`src/rtl/alu_operand_loader.sv`:
```
// Collects ALU operand A, operand B and a 4-bit select from one shared bus on successive
// load edges, then holds them under a valid/ack handshake. Define ALU_LOADER_SYNC_EN to
// pass load/ack/clear through 2-flop synchronizers.
module alu_operand_loader #(
    parameter int N = 5
) (
    input  logic         clock,
    input  logic         reset,
    input  logic [N-1:0] in,
    input  logic         load,
    input  logic         ack,
    input  logic         clear,
    output logic [N-1:0] a_out,
    output logic [N-1:0] b_out,
    output logic [3:0]   sel_out,
    output logic         valid,
    output logic [1:0]   state
);

    typedef enum logic [1:0] {
        LOAD_A   = 2'd0,
        LOAD_B   = 2'd1,
        LOAD_SEL = 2'd2,
        READY    = 2'd3
    } state_t;

    state_t cur, nxt;
    logic   load_c, ack_c, clear_c;
    logic   load_q, ld_pulse;

`ifdef ALU_LOADER_SYNC_EN
    logic [1:0] load_sy, ack_sy, clear_sy;

    always_ff @(posedge clock or negedge reset) begin
        if (!reset) begin
            load_sy  <= '0;
            ack_sy   <= '0;
            clear_sy <= '0;
        end else begin
            load_sy  <= {load_sy[0], load};
            ack_sy   <= {ack_sy[0], ack};
            clear_sy <= {clear_sy[0], clear};
        end
    end

    assign load_c  = load_sy[1];
    assign ack_c   = ack_sy[1];
    assign clear_c = clear_sy[1];
`else
    assign load_c  = load;
    assign ack_c   = ack;
    assign clear_c = clear;
`endif

    // One pulse per rising edge of load, however long it stays high.
    always_ff @(posedge clock or negedge reset) begin
        if (!reset) load_q <= 1'b0;
        else        load_q <= load_c;
    end

    assign ld_pulse = load_c & ~load_q;

    always_ff @(posedge clock or negedge reset) begin
        if (!reset) cur <= LOAD_A;
        else        cur <= nxt;
    end

    always_comb begin
        nxt = cur;
        if (clear_c) begin
            nxt = LOAD_A;
        end else begin
            case (cur)
                LOAD_A:   if (ld_pulse) nxt = LOAD_B;
                LOAD_B:   if (ld_pulse) nxt = LOAD_SEL;
                LOAD_SEL: if (ld_pulse) nxt = READY;
                READY:    if (ack_c)    nxt = LOAD_A;
                default:  nxt = LOAD_A;
            endcase
        end
    end

    // Captured values survive the handshake; only clear or reset zeroes them.
    always_ff @(posedge clock or negedge reset) begin
        if (!reset) begin
            a_out   <= '0;
            b_out   <= '0;
            sel_out <= '0;
        end else if (clear_c) begin
            a_out   <= '0;
            b_out   <= '0;
            sel_out <= '0;
        end else if (ld_pulse) begin
            case (cur)
                LOAD_A:   a_out   <= in;
                LOAD_B:   b_out   <= in;
                LOAD_SEL: sel_out <= in[3:0];
                default:  ;
            endcase
        end
    end

    always_comb begin
        state = cur;
        valid = (cur == READY);
    end

endmodule
```
`config.mk`:
```
export PLATFORM = sky130hd
export DESIGN_NAME = alu_operand_loader
export DESIGN_NICKNAME = d
export VERILOG_FILES = /design/src/rtl/alu_operand_loader.sv
export SDC_FILE = /design/constraint.sdc
export NUM_CORES = 1
export LEC_CHECK = 0
export CAP_MARGIN = 20
export CORE_ASPECT_RATIO = 1.2
export CORE_UTILIZATION = 27
export DETAILED_ROUTE_END_ITERATION = 10
export PLACE_DENSITY = 0.58
export SYNTH_ARGS = -nofsm -noshare
export SYNTH_HDL_FRONTEND = slang
export SYNTH_SLANG_ARGS = --single-unit
```
`constraint.sdc`:
```
create_clock -name clock -period 3.8 [get_ports clock]
set_input_delay 0.38 -clock clock [delete_from_list [all_inputs] [get_ports clock]]
set_output_delay 0.38 -clock clock [all_outputs]
set_load 0.02 [all_outputs]
```
==> impl_metrics.prom, run 1 <==
# TYPE chip_impl_metric gauge
chip_impl_metric{name="synth_simple_gate_area_share",unit="%"} 24.8
chip_impl_metric{name="regToRegSetupSlack",unit="ns"} 2.35
chip_impl_metric{name="met3_wirelength",unit="um"} 90
chip_impl_info{name="type_of_element_launching_the_critical_path",value="register"} 1
chip_impl_metric{name="die_y",unit="um"} 63.2
chip_impl_metric{name="grt_overflow_total",unit=""} 0
chip_impl_metric{name="area_of_the_placeable_core",unit="um2"} 2890
chip_impl_metric{name="arithmetic_cell_share_of_the_synthesized_area_counting_full_adders_half_adders_and_majority_gates",unit="%"} 5.93
chip_impl_info{name="run_status",value="complete, no violations"} 1
chip_impl_metric{name="net_count_final",unit=""} 127
chip_impl_metric{name="dpl.hpwl",unit="mm"} 1.38
chip_impl_metric{name="synth_net_count",unit=""} 102
chip_impl_metric{name="final_cells",unit=""} 146
chip_impl_metric{name="yosys_warnings",unit=""} 0
chip_impl_metric{name="internal_power",unit="mW"} 0.263
chip_impl_metric{name="place_congestion",unit=""} 0.702
chip_impl_metric{name="routedLengthMet1",unit="um"} 885
chip_impl_metric{name="route.met2.wl",unit="um"} 902
chip_impl_metric{name="ys_types",unit=""} 22
chip_impl_metric{name="clk_transition_reported_paths",unit="ns"} 0.10
chip_impl_metric{name="power.share.clock",unit="%"} 26.6
chip_impl_metric{name="synth.ff_latch_count",unit=""} 17
chip_impl_metric{name="drt_pass1_iterations",unit=""} 6
chip_impl_metric{name="placed_cell_count",unit=""} 142
chip_impl_metric{name="syn-instance-count",unit=""} 88
chip_impl_metric{name="power.static_leakage",unit="nW"} 0.437
chip_impl_metric{name="synth-seq-area-share",unit="%"} 50.4
chip_impl_metric{name="average_cell_area_after_synthesis",unit="um2"} 9.58
chip_impl_metric{name="critPathMaxFanout",unit=""} 5
chip_impl_metric{name="cts_htree_levels",unit=""} 1
chip_impl_metric{name="cts.repair_timing.setup_buffer_count",unit=""} 0
chip_impl_metric{name="vias_in_the_first_global_route",unit=""} 736
chip_impl_metric{name="final_core_util",unit="%"} 38.8
chip_impl_metric{name="period_share",unit="%"} 50.9
chip_impl_metric{name="tritoncts_num_sinks",unit=""} 17
chip_impl_metric{name="final_max_slew_viol_count",unit=""} 0
chip_impl_metric{name="seq_power_share",unit="%"} 52.4
chip_impl_metric{name="power.switching",unit="mW"} 0.108
chip_impl_info{name="root_buffer",value="clkbuf_4"} 1
chip_impl_info{name="critical_path_class",value="reg2out"} 1
chip_impl_metric{name="routed-via-count",unit=""} 711
chip_impl_metric{name="clockBufferDepth",unit=""} 2
chip_impl_metric{name="clock_latency",unit="ns"} 0.29
chip_impl_metric{name="areaGrowthSynthToFinish",unit="%"} 33.1
chip_impl_metric{name="std_cell_rows",unit=""} 21
chip_impl_metric{name="drt_first_iter_violations",unit=""} 19
chip_impl_metric{name="post_cts_resized",unit=""} 0
chip_impl_metric{name="routedWlPerCell",unit="um"} 13.0
chip_impl_metric{name="numCtsBuffers",unit=""} 3
chip_impl_metric{name="worst_slew_margin_rel",unit="%"} 48.7
chip_impl_metric{name="placed_cell_area",unit="um2"} 1100
chip_impl_metric{name="netlist_area",unit="um2"} 843
chip_impl_info{name="crit_start",value="state[0]"} 1
chip_impl_info{name="tritoncts",value="built"} 1
chip_impl_info{name="final_cell_mix",value="26 x clkdlybuf4s50_1, 17 x dfrtp_1, 15 x nand3_1, 15 x a21oi_1, 14 x nand2_1"} 1
chip_impl_metric{name="max-cap-violations",unit=""} 0
chip_impl_info{name="setup_repair_after_global_routing_missed_its_margin",value="false"} 1
chip_impl_metric{name="finalHoldViolCount",unit=""} 0
chip_impl_metric{name="share_of_post_route_cells_with_drive_strength_above_1",unit="%"} 3.57
chip_impl_metric{name="die_w",unit="um"} 53.0
chip_impl_metric{name="track_usage",unit="%"} 13.2
chip_impl_metric{name="cts-hold-fix-buffers",unit=""} 0
chip_impl_metric{name="port_buffers",unit=""} 26
chip_impl_info{name="final_common_cell",value="clkdlybuf4s50_1"} 1
chip_impl_metric{name="design_area",unit="um2"} 1120
chip_impl_info{name="min-delay-path-class",value="in2async"} 1
chip_impl_metric{name="antenna_left",unit=""} 0
chip_impl_metric{name="min_period",unit="ns"} 1.93
chip_impl_info{name="crit_path_end_kind",value="primary output"} 1
chip_impl_metric{name="ir_drop",unit="mV"} 0.250
chip_impl_info{name="route.top_layer_used",value="met4"} 1
chip_impl_metric{name="drc",unit=""} 0
chip_impl_metric{name="synth_xor_area_share",unit="%"} 0
chip_impl_metric{name="worst-endpoint-arrival",unit="ns"} 1.55
chip_impl_metric{name="start_util",unit="%"} 29.2
chip_impl_info{name="reg_to_reg_endpoint",value="b_out[1]"} 1
chip_impl_metric{name="antenna_cells",unit=""} 0
chip_impl_metric{name="synth-compound-area-share",unit="%"} 11.6
chip_impl_metric{name="r2r_cells",unit=""} 5
chip_impl_metric{name="drt_wl_total",unit="mm"} 1.89
chip_impl_metric{name="antenna_found_initial",unit=""} 0
chip_impl_metric{name="power_switching_share",unit="%"} 29.0
chip_impl_info{name="regToRegStartpoint",value="state[1]"} 1
chip_impl_metric{name="worst_ep_required_time",unit="ns"} 3.42
chip_impl_metric{name="grt_max_degree",unit=""} 19
chip_impl_metric{name="post_synth_mux_area_share",unit="%"} 0
chip_impl_info{name="synth_top_family_by_area",value="simple AND/OR/NAND/NOR gates"} 1
chip_impl_metric{name="setup_viol",unit=""} 0
chip_impl_metric{name="die_area",unit="um2"} 3350
chip_impl_metric{name="routed_via_density",unit=""} 4.87
chip_impl_metric{name="floorplan.io_pins",unit=""} 27
chip_impl_metric{name="achievable-frequency",unit="GHz"} 0.517
chip_impl_metric{name="setup-tns-final",unit="ns"} 0
chip_impl_metric{name="grt_first_pass_wirelength",unit="mm"} 3.33
chip_impl_metric{name="finalClockSkew",unit="ns"} 0.00611
chip_impl_metric{name="combinational_power_share",unit="%"} 21.1
chip_impl_metric{name="slew_at_the_pin_with_the_worst_max_slew_slack",unit="ns"} 0.767
chip_impl_metric{name="fillers",unit=""} 314
chip_impl_metric{name="p_per_area",unit="nW/um2"} 331
[synth_stat cells]
cell      instances  share of area [%]
clkbuf_2          1               0.59
nand3_1          15                8.9
nand2b_1          2                1.5
nor3b_1           1               0.89
dfrtp_1          17                 50
nor2b_1           1               0.74
nand3b_1          3                2.7
buf_2             2                1.2
nor2_1            1               0.44
inv_1             3                1.3
o211ai_1          1               0.89
a31oi_1           1               0.74
clkbuf_1          1               0.44
o311ai_1          1                1.0
nor4bb_1          1                1.2
buf_12            1                2.4
ha_1              4                5.9
nor3_1            1               0.59
nor2b_4           1                1.6
a21oi_1          15                8.9
buf_6             1                1.3
nand2_1          14                6.2
[flip-flops by register name, indices dropped and copies added (netlist names)]
register	count
a_out	5
b_out	5
load_q	1
sel_out	4
state	2
[power by group through the flow]
stage / logic, mW / clock network (mW) / registers, mW
4_1_cts: 0.0788 / 0.0999 / 0.195
6_report: 0.0782 / 0.0985 / 0.194
3_5_place_dp: 0.0784 / 0 / 0.198
2_1_floorplan: 0.0377 / 0 / 0.205
3_3_place_gp: 0.0766 / 0 / 0.198
5_1_grt: 0.0854 / 0.111 / 0.196
[metal layers]
metal | track usage (%) | up-vias
li1 | - | 352
met1 | 18.5 | 336
met2 | 20.3 | 21
met3 | 2.42 | 2
met4 | 3.95 | 0
met5 | 0 | -
[stage by stage]
stage,power [mW],setup WS (ns),hold slack [ns]
floorplan,0.243,2.38,0.0844
global placement,0.274,2.04,0.519
detailed placement,0.277,1.97,0.519
CTS,0.373,1.85,0.532
global route,0.392,1.77,0.552
finish,0.371,1.87,0.526
[worst max path at each step]
stage | endpoint | slack, ns
6_report | valid | 1.87
5_1_grt | valid | 1.77
4_1_cts | valid | 1.85
3_5_place_dp | state[1] | 1.97
3_3_place_gp | state[1] | 2.04
2_1_floorplan | state[1] | 2.38
[logic make-up after synthesis]
group / Yosys count
and+or+nand+nor: 40
AOI/OAI and AO/OA: 18
DFF: 17
buffers and inverters: 9
adders and majority gates: 4
[final cells by class]
cell class                      instances  area [um2]  area share, %
Clock buffer                            4        26.3           2.34
Inverter                                3        11.3           1.00
Multi-Input combinational cell         62         357           31.8
Sequential cell                        17         425           37.9
Tap cell                               34        42.5           3.79
Timing Repair Buffer                   26         260           23.2
[critical path, cell delays in order (launching register included)]
cell and delay [ns]:
dfrtp_1 0.45, ha_1 0.21, clkdlybuf4s50_1 0.61
No activity file was read; power rests on OpenSTA's default activity.
==> run 2: changes to the inputs <==
==> constraint.sdc (replaced) <==
create_clock -name clock -period 2 [get_ports clock]
set_input_delay 0.2 -clock clock [delete_from_list [all_inputs] [get_ports clock]]
set_output_delay 0.2 -clock clock [all_outputs]
set_load 0.02 [all_outputs]
==> impl_metrics.prom, run 2 (same netlist as run 1, synthesis figures left out) <==
# TYPE chip_impl_metric gauge
chip_impl_info{name="min-delay-path-class",value="in2async"} 1
chip_impl_metric{name="clk_transition_reported_paths",unit="ns"} 0.10
chip_impl_info{name="tritoncts",value="built"} 1
chip_impl_metric{name="net_count_final",unit=""} 129
chip_impl_metric{name="track_usage",unit="%"} 13.3
chip_impl_metric{name="grt_overflow_total",unit=""} 0
chip_impl_metric{name="final_max_slew_viol_count",unit=""} 0
chip_impl_metric{name="critPathMaxFanout",unit=""} 5
chip_impl_metric{name="areaGrowthSynthToFinish",unit="%"} 35.0
chip_impl_info{name="run_status",value="complete, no violations"} 1
chip_impl_metric{name="power.static_leakage",unit="nW"} 0.449
chip_impl_metric{name="multiInputGateArea",unit="um2"} 357
chip_impl_metric{name="routedWlPerCell",unit="um"} 13.0
chip_impl_metric{name="antenna_found_initial",unit=""} 0
chip_impl_metric{name="setup_viol",unit=""} 0
chip_impl_info{name="biggestRegsByFlops",value="a_out (5), b_out (5), sel_out (4)"} 1
chip_impl_info{name="type_of_element_launching_the_critical_path",value="register"} 1
chip_impl_metric{name="drt_wl_total",unit="mm"} 1.93
chip_impl_metric{name="routed-via-count",unit=""} 720
chip_impl_metric{name="period_share",unit="%"} 88.7
chip_impl_metric{name="share_of_post_route_cells_with_drive_strength_above_1",unit="%"} 6.14
chip_impl_metric{name="die_area",unit="um2"} 3350
chip_impl_metric{name="grt_first_pass_wirelength",unit="mm"} 3.24
chip_impl_metric{name="p_per_area",unit="nW/um2"} 621
chip_impl_metric{name="post_cts_resized",unit=""} 0
chip_impl_info{name="root_buffer",value="clkbuf_4"} 1
chip_impl_metric{name="clock_latency",unit="ns"} 0.29
chip_impl_metric{name="drc",unit=""} 0
chip_impl_metric{name="tritoncts_num_sinks",unit=""} 17
chip_impl_metric{name="port_buffers",unit=""} 26
chip_impl_metric{name="drt_pass1_iterations",unit=""} 4
chip_impl_metric{name="finalHoldViolCount",unit=""} 0
chip_impl_metric{name="cts.repair_timing.setup_buffer_count",unit=""} 0
chip_impl_metric{name="dpl.hpwl",unit="mm"} 1.42
chip_impl_info{name="critical_path_class",value="reg2out"} 1
chip_impl_metric{name="start_util",unit="%"} 29.2
chip_impl_metric{name="die_y",unit="um"} 63.2
chip_impl_metric{name="cts-hold-fix-buffers",unit=""} 0
chip_impl_metric{name="grt_max_degree",unit=""} 19
chip_impl_info{name="final_common_cell",value="clkdlybuf4s50_1"} 1
chip_impl_metric{name="slew_at_the_pin_with_the_worst_max_slew_slack",unit="ns"} 0.355
chip_impl_metric{name="drt_first_iter_violations",unit=""} 13
chip_impl_metric{name="numCtsBuffers",unit=""} 3
chip_impl_info{name="final_cell_mix",value="26 x clkdlybuf4s50_1, 17 x dfrtp_1, 15 x nand3_1, 15 x a21oi_1, 14 x nand2_1"} 1
chip_impl_metric{name="final_total_pwr",unit="mW"} 0.707
chip_impl_metric{name="die_w",unit="um"} 53.0
chip_impl_metric{name="worst_slew_margin_rel",unit="%"} 76.3
chip_impl_metric{name="worst-endpoint-arrival",unit="ns"} 1.57
chip_impl_metric{name="max-cap-violations",unit=""} 0
chip_impl_metric{name="achievable-frequency",unit="GHz"} 0.564
chip_impl_metric{name="antenna_cells",unit=""} 0
chip_impl_metric{name="holdWs",unit="ns"} 0.217
chip_impl_metric{name="worst_ep_required_time",unit="ns"} 1.80
chip_impl_metric{name="finalClockSkew",unit="ns"} 0.00184
chip_impl_metric{name="ff_latch_area",unit="um2"} 425
chip_impl_info{name="setup_repair_after_global_routing_missed_its_margin",value="false"} 1
chip_impl_metric{name="area_of_the_placeable_core",unit="um2"} 2890
chip_impl_metric{name="std_cell_rows",unit=""} 21
chip_impl_metric{name="min_period",unit="ns"} 1.77
chip_impl_metric{name="setup-tns-final",unit="ns"} 0
chip_impl_info{name="crit_path_end_kind",value="primary output"} 1
chip_impl_metric{name="fillers",unit=""} 301
chip_impl_metric{name="vias_in_the_first_global_route",unit=""} 684
chip_impl_metric{name="antenna_left",unit=""} 0
chip_impl_metric{name="floorplan.io_pins",unit=""} 27
chip_impl_metric{name="ir_drop",unit="mV"} 0.302
chip_impl_metric{name="cts_htree_levels",unit=""} 1
chip_impl_metric{name="clockBufferDepth",unit=""} 2
chip_impl_metric{name="routed_via_density",unit=""} 4.86
chip_impl_metric{name="place_congestion",unit=""} 0.744
-- run 2: cell types whose count changed in the layout (fill, tap and decap cells not counted) --
cell | before | now
buf_4 | 0 | 2
clkbuf_1 | 1 | 0
clkinv_2 | 0 | 1
-- run 2: final timing paths --
check,slack [ns],start,end,cells after the start
worst max-delay path,0.23,state[0],valid,2
worst min-delay path,0.22,reset,b_out[3],2
worst max register to register,0.56,state[0],state[1],5
worst min register to register,0.53,b_out[0],b_out[0],2
max in group asynchronous,1.60,reset,sel_out[2],2
min in group clock,0.47,load,load_q,1
-- run 2: cell type report --
class,count,area share (%)
Sequential cell,17,37.4
Multi-Input combinational cell,62,31.3
Timing Repair Buffer,28,24.2
Tap cell,34,3.74
Clock buffer,3,1.98
Inverter,3,0.989
Clock inverter,1,0.440
-- run 2: power breakdown --
group / total [mW] / internal, mW / switching [mW]
sequential: 0.370 / 0.357 / 0.0127
clock: 0.187 / 0.0744 / 0.113
combinational: 0.149 / 0.0682 / 0.0812
-- run 2: metrics by stage --
| stage | utilization [%] | instances | worst slack (ns) | instance area (um2) |
|---|---|---|---|---|
| floorplan | - | 88 | 0.579 | 843 |
| global placement | 38.4 | 144 | 0.497 | 1110 |
| detailed placement | 38.4 | 144 | 0.416 | 1110 |
| CTS | 39.4 | 148 | 0.209 | 1140 |
| global route | 39.4 | 148 | 0.145 | 1140 |
| finish | 39.4 | 148 | 0.225 | 1140 |
-- run 2: routing by layer --
layer  global-route usage, %  part of all wire (%)  vias to the layer above
li1                        -                     -                      354
met1                    19.1                    46                      339
met2                    18.8                    47                       22
met3                    2.17                   4.4                        5
met4                    6.91                   2.4                        0
met5                       0                     0                        -
-- run 2: worst max-delay path, cell delays in order (launching register included) --
cell and delay [ns]:
dfrtp_1 0.46, ha_1 0.22, clkdlybuf4s50_1 0.61
==> run 3: changes to the inputs <==
--- a/config.mk
+++ b/config.mk
@@ -9,7 +9,7 @@
 export CORE_ASPECT_RATIO = 1.2
 export CORE_UTILIZATION = 27
 export DETAILED_ROUTE_END_ITERATION = 10
-export PLACE_DENSITY = 0.58
+export PLACE_DENSITY_LB_ADDON = 0.15
 export SYNTH_ARGS = -nofsm -noshare
 export SYNTH_HDL_FRONTEND = slang
 export SYNTH_SLANG_ARGS = --single-unit
==> impl_metrics.prom, run 3 (same netlist as run 1, synthesis figures left out) <==
# TYPE chip_impl_metric gauge
chip_impl_info{name="run_status",value="complete, no violations"} 1
chip_impl_metric{name="die_w",unit="um"} 53.0
chip_impl_metric{name="regToRegSetupSlack",unit="ns"} 0.56
chip_impl_metric{name="power_switching_share",unit="%"} 29.5
chip_impl_metric{name="multiInputGateArea",unit="um2"} 357
chip_impl_metric{name="achievable-frequency",unit="GHz"} 0.566
chip_impl_metric{name="drc",unit=""} 0
chip_impl_metric{name="max-cap-violations",unit=""} 0
chip_impl_metric{name="post_cts_resized",unit=""} 0
chip_impl_info{name="tritoncts",value="built"} 1
chip_impl_info{name="type_of_element_launching_the_critical_path",value="register"} 1
chip_impl_metric{name="routed_via_density",unit=""} 4.93
chip_impl_metric{name="finalWorstSetupSlack",unit="ns"} 0.232
chip_impl_metric{name="antenna_cells",unit=""} 0
chip_impl_metric{name="die_area",unit="um2"} 3350
chip_impl_metric{name="path_buf_inv",unit=""} 1
chip_impl_metric{name="start_util",unit="%"} 29.2
chip_impl_metric{name="cts-hold-fix-buffers",unit=""} 0
chip_impl_metric{name="areaGrowthSynthToFinish",unit="%"} 35.0
chip_impl_metric{name="tritoncts_num_sinks",unit=""} 17
chip_impl_info{name="regToRegStartpoint",value="state[0]"} 1
chip_impl_metric{name="cts_htree_levels",unit=""} 1
chip_impl_metric{name="drt_pass1_iterations",unit=""} 4
chip_impl_metric{name="ff_latch_area",unit="um2"} 425
chip_impl_metric{name="worst_ep_required_time",unit="ns"} 1.80
chip_impl_metric{name="holdWs",unit="ns"} 0.228
chip_impl_info{name="crit_start",value="state[0]"} 1
chip_impl_info{name="critical_path_class",value="reg2out"} 1
chip_impl_info{name="reg_to_reg_endpoint",value="a_out[3]"} 1
chip_impl_metric{name="fillers",unit=""} 317
chip_impl_metric{name="combinational_power_share",unit="%"} 21.3
chip_impl_metric{name="port_buffers",unit=""} 26
chip_impl_metric{name="power.share.clock",unit="%"} 26.6
chip_impl_metric{name="drt_wl_total",unit="mm"} 1.91
chip_impl_info{name="final_cell_mix",value="26 x clkdlybuf4s50_1, 17 x dfrtp_1, 15 x nand3_1, 15 x a21oi_1, 14 x nand2_1"} 1
chip_impl_metric{name="vias_in_the_first_global_route",unit=""} 673
chip_impl_metric{name="power.static_leakage",unit="nW"} 0.449
chip_impl_metric{name="track_usage",unit="%"} 12.8
chip_impl_metric{name="die_y",unit="um"} 63.2
chip_impl_metric{name="routed-via-count",unit=""} 729
chip_impl_metric{name="setup-tns-final",unit="ns"} 0
chip_impl_metric{name="clockBufferDepth",unit=""} 2
chip_impl_metric{name="clk_transition_reported_paths",unit="ns"} 0.11
chip_impl_metric{name="cts.repair_timing.setup_buffer_count",unit=""} 0
chip_impl_metric{name="antenna_found_initial",unit=""} 0
chip_impl_metric{name="power.switching",unit="mW"} 0.209
chip_impl_metric{name="grt_max_degree",unit=""} 19
chip_impl_metric{name="critical-path-max-stage-delay",unit="ns"} 0.61
chip_impl_metric{name="place_congestion",unit=""} 0.753
chip_impl_metric{name="final_max_slew_viol_count",unit=""} 0
chip_impl_metric{name="routedWlPerCell",unit="um"} 12.9
chip_impl_metric{name="r2r_cells",unit=""} 5
chip_impl_metric{name="std_cell_rows",unit=""} 21
chip_impl_metric{name="drt_first_iter_violations",unit=""} 22
chip_impl_info{name="biggestRegsByFlops",value="a_out (5), b_out (5), sel_out (4)"} 1
chip_impl_metric{name="p_per_area",unit="nW/um2"} 622
chip_impl_info{name="endpoint",value="valid"} 1
chip_impl_metric{name="internal_power",unit="mW"} 0.500
chip_impl_metric{name="pre_cts_ws",unit="ns"} 0.469
chip_impl_metric{name="area_of_the_placeable_core",unit="um2"} 2890
chip_impl_metric{name="setup_viol",unit=""} 0
chip_impl_metric{name="critPathMaxFanout",unit=""} 5
chip_impl_metric{name="worst-endpoint-arrival",unit="ns"} 1.57
chip_impl_metric{name="seq_power_share",unit="%"} 52.1
chip_impl_info{name="timing.critical_path.max_delay_family",value="buffers and inverters"} 1
chip_impl_metric{name="floorplan.io_pins",unit=""} 27
chip_impl_metric{name="ir_drop",unit="mV"} 0.264
chip_impl_info{name="cp_cell_sequence",value="ha_1 -> clkdlybuf4s50_1"} 1
chip_impl_metric{name="finalClockSkew",unit="ns"} 0.00424
chip_impl_metric{name="grt_overflow_total",unit=""} 0
chip_impl_metric{name="grt_first_pass_wirelength",unit="mm"} 3.08
chip_impl_metric{name="period_share",unit="%"} 88.4
chip_impl_metric{name="net_count_final",unit=""} 129
chip_impl_info{name="min-delay-path-class",value="in2async"} 1
chip_impl_info{name="setup_repair_after_global_routing_missed_its_margin",value="false"} 1
chip_impl_metric{name="share_of_post_route_cells_with_drive_strength_above_1",unit="%"} 6.14
chip_impl_metric{name="crit_cells",unit=""} 2
chip_impl_info{name="root_buffer",value="clkbuf_4"} 1
chip_impl_metric{name="numCtsBuffers",unit=""} 3
chip_impl_metric{name="slew_at_the_pin_with_the_worst_max_slew_slack",unit="ns"} 0.361
chip_impl_info{name="final_common_cell",value="clkdlybuf4s50_1"} 1
chip_impl_metric{name="worst_slew_margin_rel",unit="%"} 75.9
chip_impl_metric{name="finalHoldViolCount",unit=""} 0
chip_impl_metric{name="min_period",unit="ns"} 1.77
chip_impl_metric{name="antenna_left",unit=""} 0
chip_impl_info{name="crit_path_end_kind",value="primary output"} 1
chip_impl_info{name="cp_slowest_cell",value="clkdlybuf4s50_1"} 1
chip_impl_metric{name="clock_latency",unit="ns"} 0.29
-- run 3: cell counts in the layout (fill, tap and decap cells not counted) --
No cell type changed its count.
-- run 3: power groups by stage --
stage               logic [mW]  clock network [mW]  registers (mW)
global route             0.166               0.211           0.371
CTS                      0.153               0.194           0.369
finish                   0.151               0.189           0.369
detailed placement       0.152                   0           0.376
floorplan               0.0717                   0           0.390
global placement         0.151                   0           0.376
-- run 3: worst min-delay path by stage --
stage / start / end / slack [ns] / depth (start not counted)
floorplan: reset / a_out[0] / -0.1 / 0
CTS: reset / a_out[3] / 0.23 / 2
detailed placement: b_out[1] / b_out[1] / 0.51 / 2
global route: reset / b_out[3] / 0.23 / 2
global placement: a_out[0] / a_out[0] / 0.51 / 2
finish: reset / state[0] / 0.23 / 2
-- run 3: cell type report --
| class | instances | share of cell area (%) |
|---|---|---|
| inverters | 3 | 0.989 |
| clock buffers | 3 | 1.98 |
| clock inverters | 1 | 0.440 |
| multi-input cells | 62 | 31.3 |
| repair buffers | 28 | 24.2 |
| flip-flops and latches | 17 | 37.4 |
| well taps | 34 | 3.74 |
-- run 3: routing by layer --
layer,GRT usage [%],vias up,wire length [um],share of wire [%]
li1,-,355,-,-
met1,17.0,343,883,46
met2,18.4,25,864,45
met3,2.42,6,109,5.7
met4,8.22,0,53,2.8
met5,0,-,0,0
-- run 3: per-stage QoR --
step	cells	power (mW)	util, %	area (um2)
after floorplan	88	0.462	-	843
after global placement	144	0.527	38.4	1110
after detailed placement	144	0.528	38.4	1110
after CTS	148	0.716	39.4	1140
after global routing	148	0.748	39.4	1140
final	148	0.708	39.4	1140
-- run 3: worst reg2reg max path, cell delays in order (launching register included) --
cell and delay, ns:
dfrtp_1 0.45, inv_1 0.11, ha_1 0.33, nand3b_1 0.25, nand2_1 0.13, a21oi_1 0.07
